`config.mk`:
```
export PLATFORM = sky130hd
export DESIGN_NAME = alu_result_buffer
export DESIGN_NICKNAME = d
export VERILOG_FILES = /design/src/rtl/alu_result_buffer_pkg.sv /design/src/rtl/alu_result_buffer_sync_fifo.sv /design/src/rtl/alu_result_buffer.sv
export SDC_FILE = /design/constraint.sdc
export NUM_CORES = 1
export LEC_CHECK = 0
export CELL_PAD_IN_SITES_DETAIL_PLACEMENT = 0
export CELL_PAD_IN_SITES_GLOBAL_PLACEMENT = 2
export CORE_UTILIZATION = 30
export CTS_BUF_LIST = sky130_fd_sc_hd__clkbuf_8
export DETAILED_ROUTE_END_ITERATION = 10
export PLACE_DENSITY_LB_ADDON = 0.12
export SLEW_MARGIN = 20
export SYNTH_ARGS = -nofsm -noshare
export SYNTH_HDL_FRONTEND = slang
export SYNTH_HIERARCHICAL = 1
export SYNTH_SLANG_ARGS = --single-unit
export TNS_END_PERCENT = 10
```
`constraint.sdc`:
```
create_clock -name clk -period 3.9 [get_ports clk]
set_clock_uncertainty 0.2 [all_clocks]
set_input_delay 0.78 -clock clk [delete_from_list [all_inputs] [get_ports clk]]
set_output_delay 0.78 -clock clk [all_outputs]
set_load 0.01 [all_outputs]
```
`src/rtl/alu_result_buffer_pkg.sv`:
```
// Shared definitions for the ALU32 result buffer: flag bit positions,
// default sizing and the queued result-entry layout.
package alu_result_buffer_pkg;

    localparam int DATA_W = 32;

    localparam int FLAG_C = 2;
    localparam int FLAG_V = 1;
    localparam int FLAG_Z = 0;

    localparam int DEFAULT_DEPTH = 4;
    localparam int DEFAULT_TAG_W = 5;
    localparam int DEFAULT_CNT_W = 8;

    typedef struct packed {
        logic [DATA_W-1:0]        data;
        logic [DEFAULT_TAG_W-1:0] tag;
        logic [2:0]               flags;
    } result_entry_t;

    // Assemble {carry, overflow, zero} in the layout given by the FLAG_* indices.
    function automatic logic [2:0] pack_flags(input logic c, input logic v, input logic z);
        logic [2:0] f;
        f         = '0;
        f[FLAG_C] = c;
        f[FLAG_V] = v;
        f[FLAG_Z] = z;
        return f;
    endfunction

endpackage

```
`src/rtl/alu_result_buffer_sync_fifo.sv`:
```
// Generic DEPTH x WIDTH synchronous FIFO with occupancy count. Storage is not
// reset; only pointers and count are, so a reset discards every queued entry.
module sync_fifo #(
    parameter int DEPTH    = 4,
    parameter int WIDTH    = 8,
    localparam int PTR_W   = $clog2(DEPTH),
    localparam int CNT_BITS = $clog2(DEPTH + 1)
) (
    input  logic                clk,
    input  logic                rst,
    input  logic                push,
    input  logic                pop,
    input  logic [WIDTH-1:0]    wdata,
    output logic [WIDTH-1:0]    rdata,
    output logic                full,
    output logic                empty,
    output logic [CNT_BITS-1:0] count
);

    logic [WIDTH-1:0]    mem [DEPTH];
    logic [PTR_W-1:0]    wr_ptr;
    logic [PTR_W-1:0]    rd_ptr;
    logic                do_push;
    logic                do_pop;

    assign full    = (count == CNT_BITS'(DEPTH));
    assign empty   = (count == '0);
    assign do_push = push && !full;
    assign do_pop  = pop && !empty;
    assign rdata   = mem[rd_ptr];

    always_ff @(posedge clk) begin
        if (do_push) begin
            mem[wr_ptr] <= wdata;
        end
    end

    // DEPTH is a power of two, so the pointers wrap by natural overflow.
    always_ff @(posedge clk) begin
        if (rst) begin
            wr_ptr <= '0;
            rd_ptr <= '0;
            count  <= '0;
        end else begin
            if (do_push) begin
                wr_ptr <= wr_ptr + 1'b1;
            end
            if (do_pop) begin
                rd_ptr <= rd_ptr + 1'b1;
            end
            case ({do_push, do_pop})
                2'b10:   count <= count + 1'b1;
                2'b01:   count <= count - 1'b1;
                default: count <= count;
            endcase
        end
    end

endmodule

```
`src/rtl/alu_result_buffer.sv`:
```
// Captures ALU32 results with a destination tag, queues them for writeback,
// and tracks sticky flags, a saturating overflow count and the overflow trap.
module alu_result_buffer
    import alu_result_buffer_pkg::*;
#(
    parameter int DEPTH = DEFAULT_DEPTH,
    parameter int TAG_W = DEFAULT_TAG_W,
    parameter int CNT_W = DEFAULT_CNT_W
) (
    input  logic              clk,
    input  logic              rst,
    input  logic              in_valid,
    output logic              in_ready,
    input  logic [31:0]       alu_out,
    input  logic              alu_carryout,
    input  logic              alu_overflow,
    input  logic              alu_zero,
    input  logic [TAG_W-1:0]  in_tag,
    input  logic              trap_en,
    output logic              out_valid,
    input  logic              out_ready,
    output logic [31:0]       out_data,
    output logic [TAG_W-1:0]  out_tag,
    output logic [2:0]        out_flags,
    output logic [2:0]        sticky_flags,
    input  logic              sticky_clr,
    output logic [CNT_W-1:0]  ovf_count,
    output logic              trap
);

    typedef struct packed {
        logic [DATA_W-1:0] data;
        logic [TAG_W-1:0]  tag;
        logic [2:0]        flags;
    } entry_t;

    localparam int ENTRY_W = $bits(entry_t);
    localparam int FCNT_W  = $clog2(DEPTH + 1);

    function automatic logic [CNT_W-1:0] sat_inc(input logic [CNT_W-1:0] v);
        return (&v) ? v : v + 1'b1;
    endfunction

    entry_t            wr_entry;
    entry_t            rd_entry;
    logic [2:0]        in_flags;
    logic              accept;
    logic              trapped;
    logic              push;
    logic              pop;
    logic              full;
    logic              empty;
    logic [FCNT_W-1:0] fifo_count;

    logic [2:0]        sticky_p1;
    logic [CNT_W-1:0]  ovf_cnt_p1;
    logic              trap_p1;

    assign in_flags = pack_flags(alu_carryout, alu_overflow, alu_zero);
    assign in_ready = !rst && !full;
    assign accept   = in_valid && in_ready;
    // A trapped overflow is still accepted (handshake completes) but never stored.
    assign trapped  = accept && alu_overflow && trap_en;
    assign push     = accept && !trapped;
    assign pop      = out_valid && out_ready;

    always_comb begin
        wr_entry       = '0;
        wr_entry.data  = alu_out;
        wr_entry.tag   = in_tag;
        wr_entry.flags = in_flags;
    end

    sync_fifo #(
        .DEPTH (DEPTH),
        .WIDTH (ENTRY_W)
    ) u_fifo (
        .clk   (clk),
        .rst   (rst),
        .push  (push),
        .pop   (pop),
        .wdata (wr_entry),
        .rdata (rd_entry),
        .full  (full),
        .empty (empty),
        .count (fifo_count)
    );

    // ---- stage p1: head presentation from registered FIFO storage ----
    assign out_valid = !empty;

    // Storage is never reset, so the head is masked to zero while empty.
    always_comb begin
        out_data  = '0;
        out_tag   = '0;
        out_flags = '0;
        if (fifo_count != '0) begin
            out_data  = rd_entry.data;
            out_tag   = rd_entry.tag;
            out_flags = rd_entry.flags;
        end
    end

    // ---- stage p1: status registers updated on acceptance ----
    always_ff @(posedge clk) begin
        if (rst) begin
            sticky_p1  <= '0;
            ovf_cnt_p1 <= '0;
            trap_p1    <= 1'b0;
        end else begin
            trap_p1 <= trapped;
            if (accept) begin
                sticky_p1 <= (sticky_clr ? 3'b000 : sticky_p1) | in_flags;
            end else if (sticky_clr) begin
                sticky_p1 <= '0;
            end
            if (accept && alu_overflow) begin
                ovf_cnt_p1 <= sat_inc(ovf_cnt_p1);
            end
        end
    end

    assign sticky_flags = sticky_p1;
    assign ovf_count    = ovf_cnt_p1;
    assign trap         = trap_p1;

endmodule

```
[After elaboration in Yosys (flattened, before gate mapping)]
Memory sizes are Yosys's and may differ from the RTL's. A register that Yosys moved wholly into a read port is not among the register bits.
Cells that the tools add are included.
Widths: inputs -> output; s select.
Cells by class
  $add $sub $neg: 5
  bitwise gates (word level): 2
  equality and inequality tests: 3
  mux-type cells: 10
  reductions and logical operators: 17
Operators by type and width (number)
  $mux 32: 1
  $mux 3: 3
  $add 8x1->8 const B: 1
  $logic_and 1x1->1: 8
  $reduce_and 8->1: 1
  $pmux 3 s2: 1
  $mux 5: 1
  $add 2x1->2 const B: 2
  $logic_not 1->1: 4
  $mux 2: 2
  $add 3x1->3 const B: 1
  $eq 3x3->1 const B: 1
  $logic_not 3->1: 1
  $or 3x3->3: 1
  $reduce_bool 3->1: 1
  $sub 3x1->3 const B: 1
  $eq 2x1->1 const B: 1
  $eq 2x2->1 const B: 1
  $mux 1: 2
  $reduce_and 2->1: 1
  $reduce_bool 2->1: 1
  $not 1->1: 1
Word-level totals
  output and inout port bits: 54
  input bits: 46
  memory bits (writable): 160
  bits in registers: 19
  memories: 1
  word-level logic and storage cells: 44
Memories
  u_fifo.mem: words 4, width 40, rd ports 1, clocked after Yosys merged registers in 1, write ports 1, RTL line alu_result_buffer_sync_fifo.sv:20  | logic [WIDTH-1:0] mem [DEPTH];

[Longest topological paths before layout]
  word-level depth: 11
  mapped depth: 13
  mapped depth without buffers: 13

[Cells and area by module]
The synthesis kept the hierarchy.
Modules (own cells, without submodules)
  sync_fifo: times used 1, seq. area each 4984.8 um^2, cells an instance 263, area each 6304.8 um^2
  alu_result_buffer: times used 1, seq. area each 240.2 um^2, cells an instance 112, area each 883.3 um^2

[Worst setup path after synthesis]
Ideal clock, no wire load.
  path type: input-to-reg
  start: in rst
  end: mem u_fifo/mem[0][0] (netlist name) (enable)
  arrival: 2.541 ns
  path buffers: 1
  slack: 0.758 ns
  data required time: 3.299 ns
  setup time: 0.401 ns
  stages on the path: 7
  cells stage by stage: buf_6 > nor2_1 > nand2_1 > a21oi_1 > inv_1 > nor2_2 > and2_1
On the way
  cells in the longest elaborated chain, start to end: 10
RTL lines
  start: declaration: RTL line alu_result_buffer.sv:11  | input logic rst,
  $logic_not 1->1 (*): RTL line alu_result_buffer.sv:60  | assign in_ready = !rst && !full;
  $logic_and 1x1->1 (*): RTL line alu_result_buffer.sv:60
  via in_ready: RTL line alu_result_buffer.sv:13  | output logic in_ready,
  $logic_and 1x1->1 (*): RTL line alu_result_buffer.sv:61  | assign accept = in_valid && in_ready;
  $logic_and 1x1->1 (2 in series): RTL line alu_result_buffer.sv:63  | assign trapped = accept && alu_overflow && trap_en;
  $logic_not 1->1: RTL line alu_result_buffer.sv:64  | assign push = accept && !trapped;
  $logic_and 1x1->1 (*): RTL line alu_result_buffer.sv:64
  via push: RTL line alu_result_buffer.sv:49  | logic push;
  $logic_and 1x1->1 (*): RTL line alu_result_buffer_sync_fifo.sv:28  | assign do_push = push && !full;
  $mux 1 (*): RTL line alu_result_buffer_sync_fifo.sv:33  | if (do_push) begin
  $mux 1 (not written as such) (*): RTL line alu_result_buffer_sync_fifo.sv:34  | mem[wr_ptr] <= wdata;
  end: declaration: RTL line alu_result_buffer_sync_fifo.sv:20
Mark *: on every way through the listed nets, which the timed path passes. The rest lies on a longest branch.

==> impl_metrics.prom <==
# TYPE chip_impl_metric gauge
chip_impl_metric{name="antenna-diode-count",unit=""} 0
chip_impl_metric{name="cp_slowest_stage_delay",unit="ps"} 620
chip_impl_metric{name="timing.hold.ws",unit="ps"} 299
chip_impl_metric{name="p_total",unit="uW"} 3800
chip_impl_metric{name="floorplan.initialDensity",unit="%"} 30.6
chip_impl_metric{name="synthCells",unit=""} 375
chip_impl_metric{name="postPlaceCellArea",unit="um2"} 8670
chip_impl_metric{name="top_level_ports",unit=""} 100
chip_impl_metric{name="yosys.area.top_type_share",unit="%"} 66.8
chip_impl_metric{name="timing_worst_slew_pin_value",unit="ps"} 519
chip_impl_metric{name="fp.coreArea",unit="um2"} 23500
chip_impl_metric{name="drive_above_1_share",unit="%"} 20.1
chip_impl_metric{name="final_hold_viol_count",unit=""} 0
chip_impl_metric{name="numnets_final",unit=""} 548
chip_impl_info{name="cts_tree",value="built"} 1
chip_impl_metric{name="cp.arrival",unit="ps"} 2480
chip_impl_metric{name="clk_latency",unit="ps"} 440
chip_impl_metric{name="layout.area.seq",unit="um2"} 5230
chip_impl_metric{name="clock_path_buffers",unit=""} 2
chip_impl_metric{name="sequentialPowerShare",unit="%"} 56.6
chip_impl_info{name="startpoint_type",value="register"} 1
chip_impl_metric{name="area_delta_synth_final",unit="%"} 26.7
chip_impl_metric{name="io_port_bufs",unit=""} 99
chip_impl_metric{name="detailroute.via_count",unit=""} 3609
chip_impl_metric{name="switching_fraction_of_total_power",unit="%"} 21.2
chip_impl_metric{name="multi_input_comb_area",unit="um2"} 1780
chip_impl_metric{name="timing.max_slew.rel_slack",unit="%"} 65.4
chip_impl_metric{name="grt_pass1_vias",unit=""} 3808
chip_impl_metric{name="global_route.usage.total",unit="%"} 12.4
chip_impl_metric{name="post_detailed_route_count_of_antenna_violating_nets",unit=""} 0
chip_impl_metric{name="post_cts_resize_count",unit=""} 0
chip_impl_metric{name="achievable-frequency",unit="MHz"} 289
chip_impl_metric{name="static-leakage-power",unit="uW"} 0.00285
chip_impl_metric{name="layout_min_cycle_time",unit="ps"} 3460
chip_impl_metric{name="detailedRoute.firstIterationViolations",unit=""} 245
chip_impl_metric{name="r2r_slack",unit="ps"} 1140
chip_impl_metric{name="synth_async_sr_flop_share",unit="%"} 0
chip_impl_metric{name="htree_levels",unit=""} 4
chip_impl_info{name="cpMaxStageDelayCell",value="sky130_fd_sc_hd__dfxtp_4"} 1
chip_impl_metric{name="detailed_place_hpwl",unit="um"} 9390
chip_impl_metric{name="final_count_of_negative_setup_slack_endpoints",unit=""} 0
chip_impl_metric{name="drt-total-wl",unit="um"} 14300
chip_impl_metric{name="cts_setup_buffers",unit=""} 0
chip_impl_info{name="timing.setup.critical_path_class",value="reg -> out"} 1
chip_impl_metric{name="power_switching",unit="uW"} 806
chip_impl_metric{name="worst_ep_required_time",unit="ps"} 2920
chip_impl_metric{name="internal-power",unit="uW"} 3000
chip_impl_metric{name="wire_length_of_the_first_global_routing_pass",unit="um"} 22000
chip_impl_metric{name="postLayoutCellArea",unit="um2"} 9100
chip_impl_info{name="grt_setup_unrepaired",value="false"} 1
chip_impl_metric{name="netlist-cell-type-count",unit=""} 41
chip_impl_metric{name="power_per_cell_area",unit="nW/um2"} 418
chip_impl_metric{name="worstPathMaxFanout",unit=""} 18
chip_impl_metric{name="max-vdd-ir-drop",unit="mV"} 0.176
chip_impl_metric{name="design.die.area",unit="um2"} 24600
chip_impl_metric{name="clock_sink_count",unit=""} 181
chip_impl_metric{name="post_synth.cell_area_avg",unit="um2"} 19.2
chip_impl_metric{name="detail_route.drc_violations",unit=""} 0
chip_impl_info{name="synth_top_area_cell",value="sky130_fd_sc_hd__edfxtp_1"} 1
chip_impl_metric{name="die_h",unit="um"} 157
chip_impl_metric{name="totalNegativeSetupSlack",unit="ps"} 0
chip_impl_metric{name="utilization",unit="%"} 38.8
chip_impl_info{name="clockRootBuffer",value="sky130_fd_sc_hd__clkbuf_8"} 1
chip_impl_metric{name="clkSlewWorstSetupHoldPaths",unit="ps"} 90
chip_impl_metric{name="grt_antenna_before_repair",unit=""} 0
chip_impl_metric{name="grt_max_degree",unit=""} 41
chip_impl_info{name="r2r_start",value="u_fifo/count[0]"} 1
chip_impl_info{name="dominant_cells_by_area_after_synthesis",value="sky130_fd_sc_hd__edfxtp_1 (67%), sky130_fd_sc_hd__mux4_2 (13%), sky130_fd_sc_hd__dfxtp_1 (5.8%), sky130_fd_sc_hd__nor2b_1 (3.8%), sky130_fd_sc_hd__buf_12 (1.1%)"} 1
chip_impl_metric{name="p_clk_share",unit="%"} 35.9
chip_impl_info{name="yosys_most_used_dff",value="sky130_fd_sc_hd__edfxtp_1"} 1
chip_impl_metric{name="maxCapViolCount",unit=""} 0
chip_impl_metric{name="detail_route.first_pass.iterations",unit=""} 4
chip_impl_metric{name="num-fill-cells",unit=""} 2158
chip_impl_metric{name="cts-buffers-inserted",unit=""} 17
chip_impl_info{name="status",value="finished clean"} 1
chip_impl_metric{name="netlist_area_before_placement",unit="um2"} 7190
chip_impl_metric{name="ys_seq_elements",unit=""} 181
chip_impl_info{name="timing.critical_path.to_type",value="output port"} 1
chip_impl_metric{name="synth_warnings",unit=""} 6
chip_impl_metric{name="rr_worst_depth",unit=""} 14
chip_impl_metric{name="die_x_extent",unit="um"} 157
chip_impl_metric{name="power_frac_comb",unit="%"} 7.5
chip_impl_metric{name="avgRoutedWirePerCell",unit="um"} 17.3
chip_impl_metric{name="place.gp.congestion",unit=""} 0.683
chip_impl_metric{name="grt_overflow_total",unit=""} 0
chip_impl_info{name="worstSetupEndpoint",value="out_tag[0]"} 1
chip_impl_metric{name="synth_sequential_area_ratio",unit="%"} 72.7
chip_impl_metric{name="number_of_flops_mapped_to_enable_cells_by_yosys",unit=""} 160
chip_impl_info{name="timing.rr.end",value="u_fifo/count[2]"} 1
chip_impl_info{name="path_cells",value="buf_4, mux4_2, nor2b_1, clkdlybuf4s50_1"} 1
chip_impl_metric{name="drv_slew",unit=""} 0
chip_impl_metric{name="syn-num-nets",unit=""} 428
chip_impl_metric{name="cts_hold_repair.buffers",unit=""} 0
chip_impl_metric{name="placementRows",unit=""} 56
chip_impl_metric{name="drt-vias-per-instance",unit=""} 4.36
chip_impl_metric{name="post-route-period-util",unit="%"} 88.8
chip_impl_info{name="hp-class",value="reg -> reg"} 1
[metrics by stage]
| step | std cells | setup slack [ps] |
|---|---|---|
| floorplan | 375 | 758 |
| finish | 827 | 439 |
| detailed placement | 795 | 598 |
| global placement | 795 | 690 |
| CTS | 827 | 290 |
| global route | 827 | 251 |
[cells by family (layout without fill, tap and decap cells)]
logic type / Yosys count / in the layout / synth area share, %
compound gates: 22 / 22 / 1.93
xor+xnor: 3 / 3 / 0.366
fa+ha+maj: 7 / 7 / 1.32
buf+inv: 29 / 162 / 2.72
flops: 181 / 181 / 72.7
mux: 47 / 47 / 13.5
simple gates: 86 / 86 / 7.43
[cells in the final DEF (no fill, tap or decap), types with 2 or more instances in the layout]
master / count
sky130_fd_sc_hd__mux2i_1: 5
sky130_fd_sc_hd__xor2_1: 3
sky130_fd_sc_hd__mux4_2: 40
sky130_fd_sc_hd__a22oi_1: 2
sky130_fd_sc_hd__nor2_1: 9
sky130_fd_sc_hd__ha_1: 6
sky130_fd_sc_hd__a21oi_1: 7
sky130_fd_sc_hd__inv_1: 13
sky130_fd_sc_hd__mux2_1: 2
sky130_fd_sc_hd__bufinv_16: 4
sky130_fd_sc_hd__and2_1: 2
sky130_fd_sc_hd__or3_1: 3
sky130_fd_sc_hd__o211ai_1: 2
sky130_fd_sc_hd__clkinv_2: 3
sky130_fd_sc_hd__nor3_2: 2
sky130_fd_sc_hd__clkinv_4: 2
sky130_fd_sc_hd__buf_4: 11
sky130_fd_sc_hd__nand2b_1: 2
sky130_fd_sc_hd__inv_6: 3
sky130_fd_sc_hd__clkdlybuf4s50_1: 99
sky130_fd_sc_hd__edfxtp_1: 160
sky130_fd_sc_hd__o21ai_0: 5
sky130_fd_sc_hd__clkbuf_8: 17
sky130_fd_sc_hd__dfxtp_1: 19
sky130_fd_sc_hd__nor2b_1: 44
sky130_fd_sc_hd__and2_2: 4
sky130_fd_sc_hd__buf_12: 7
sky130_fd_sc_hd__nand3_1: 2
sky130_fd_sc_hd__nand2_1: 9
[registers in the layout, indices dropped and copies added, names as in the netlist, named ones only]
register       flops
u_fifo/count       3
sticky_flags       3
u_fifo/rd_ptr      2
u_fifo/wr_ptr      2
ovf_count          8
u_fifo/mem       160
trap               1
[worst max-delay path: cells and delay by family (launching register included)]
kind          cells  cell delay, ps
buf+inv           2             770
flops             1             620
mux               1             510
simple gates      1             140
[Yosys cell counts (all sizes together), types with 2 or more instances]
| cell type | instances |
|---|---|
| edfxtp | 160 |
| nor2b | 44 |
| mux4 | 40 |
| dfxtp | 21 |
| inv | 13 |
| buf | 12 |
| nor2 | 10 |
| nand2 | 9 |
| a21oi | 7 |
| and2 | 6 |
| ha | 6 |
| o21ai | 6 |
| mux2i | 5 |
| clkbuf | 4 |
| nor3 | 3 |
| or3 | 3 |
| xor2 | 3 |
| a22oi | 2 |
| mux2 | 2 |
| nand2b | 2 |
| nand3 | 2 |
| o211ai | 2 |
| o31ai | 2 |
[worst min-delay path by stage]
stage	from	endpoint	slack, ps	cells past startpoint
final	u_fifo/rd_ptr[1]	register	300	2
after detailed placement	u_fifo/rd_ptr[1]	register	280	2
after CTS	u_fifo/rd_ptr[1]	register	300	2
after global placement	u_fifo/rd_ptr[1]	register	270	2
after floorplan	u_fifo/rd_ptr[1]	register	260	2
after global routing	ovf_count[3]	ovf_count[3]	360	1
[layout make-up]
type | instances | share of cell area, %
sequential | 181 | 57.4
multi-input combinational | 165 | 19.5
timing repair buffer | 117 | 13.3
tap | 319 | 4.38
clock buffer | 17 | 2.57
clock inverter | 15 | 2.21
inverter | 13 | 0.536
[power groups by stage]
stage          clock network, uW  logic (uW)  registers (uW)
2_1_floorplan                  0         122            2200
3_3_place_gp                   0         291            2200
3_5_place_dp                   0         295            2200
4_1_cts                     1420         296            2150
5_1_grt                     1480         314            2160
6_report                    1360         286            2150
[routing by layer]
| metal | GRT usage (%) | up-vias | part of all wire (%) |
|---|---|---|---|
| li1 | - | 1704 | - |
| met1 | 15.5 | 1833 | 44 |
| met4 | 4.06 | 0 | 1.0 |
| met2 | 21.0 | 60 | 51 |
| met5 | 0 | - | 0 |
| met3 | 2.94 | 12 | 3.3 |
No activity file was read; power rests on OpenSTA's default activity.
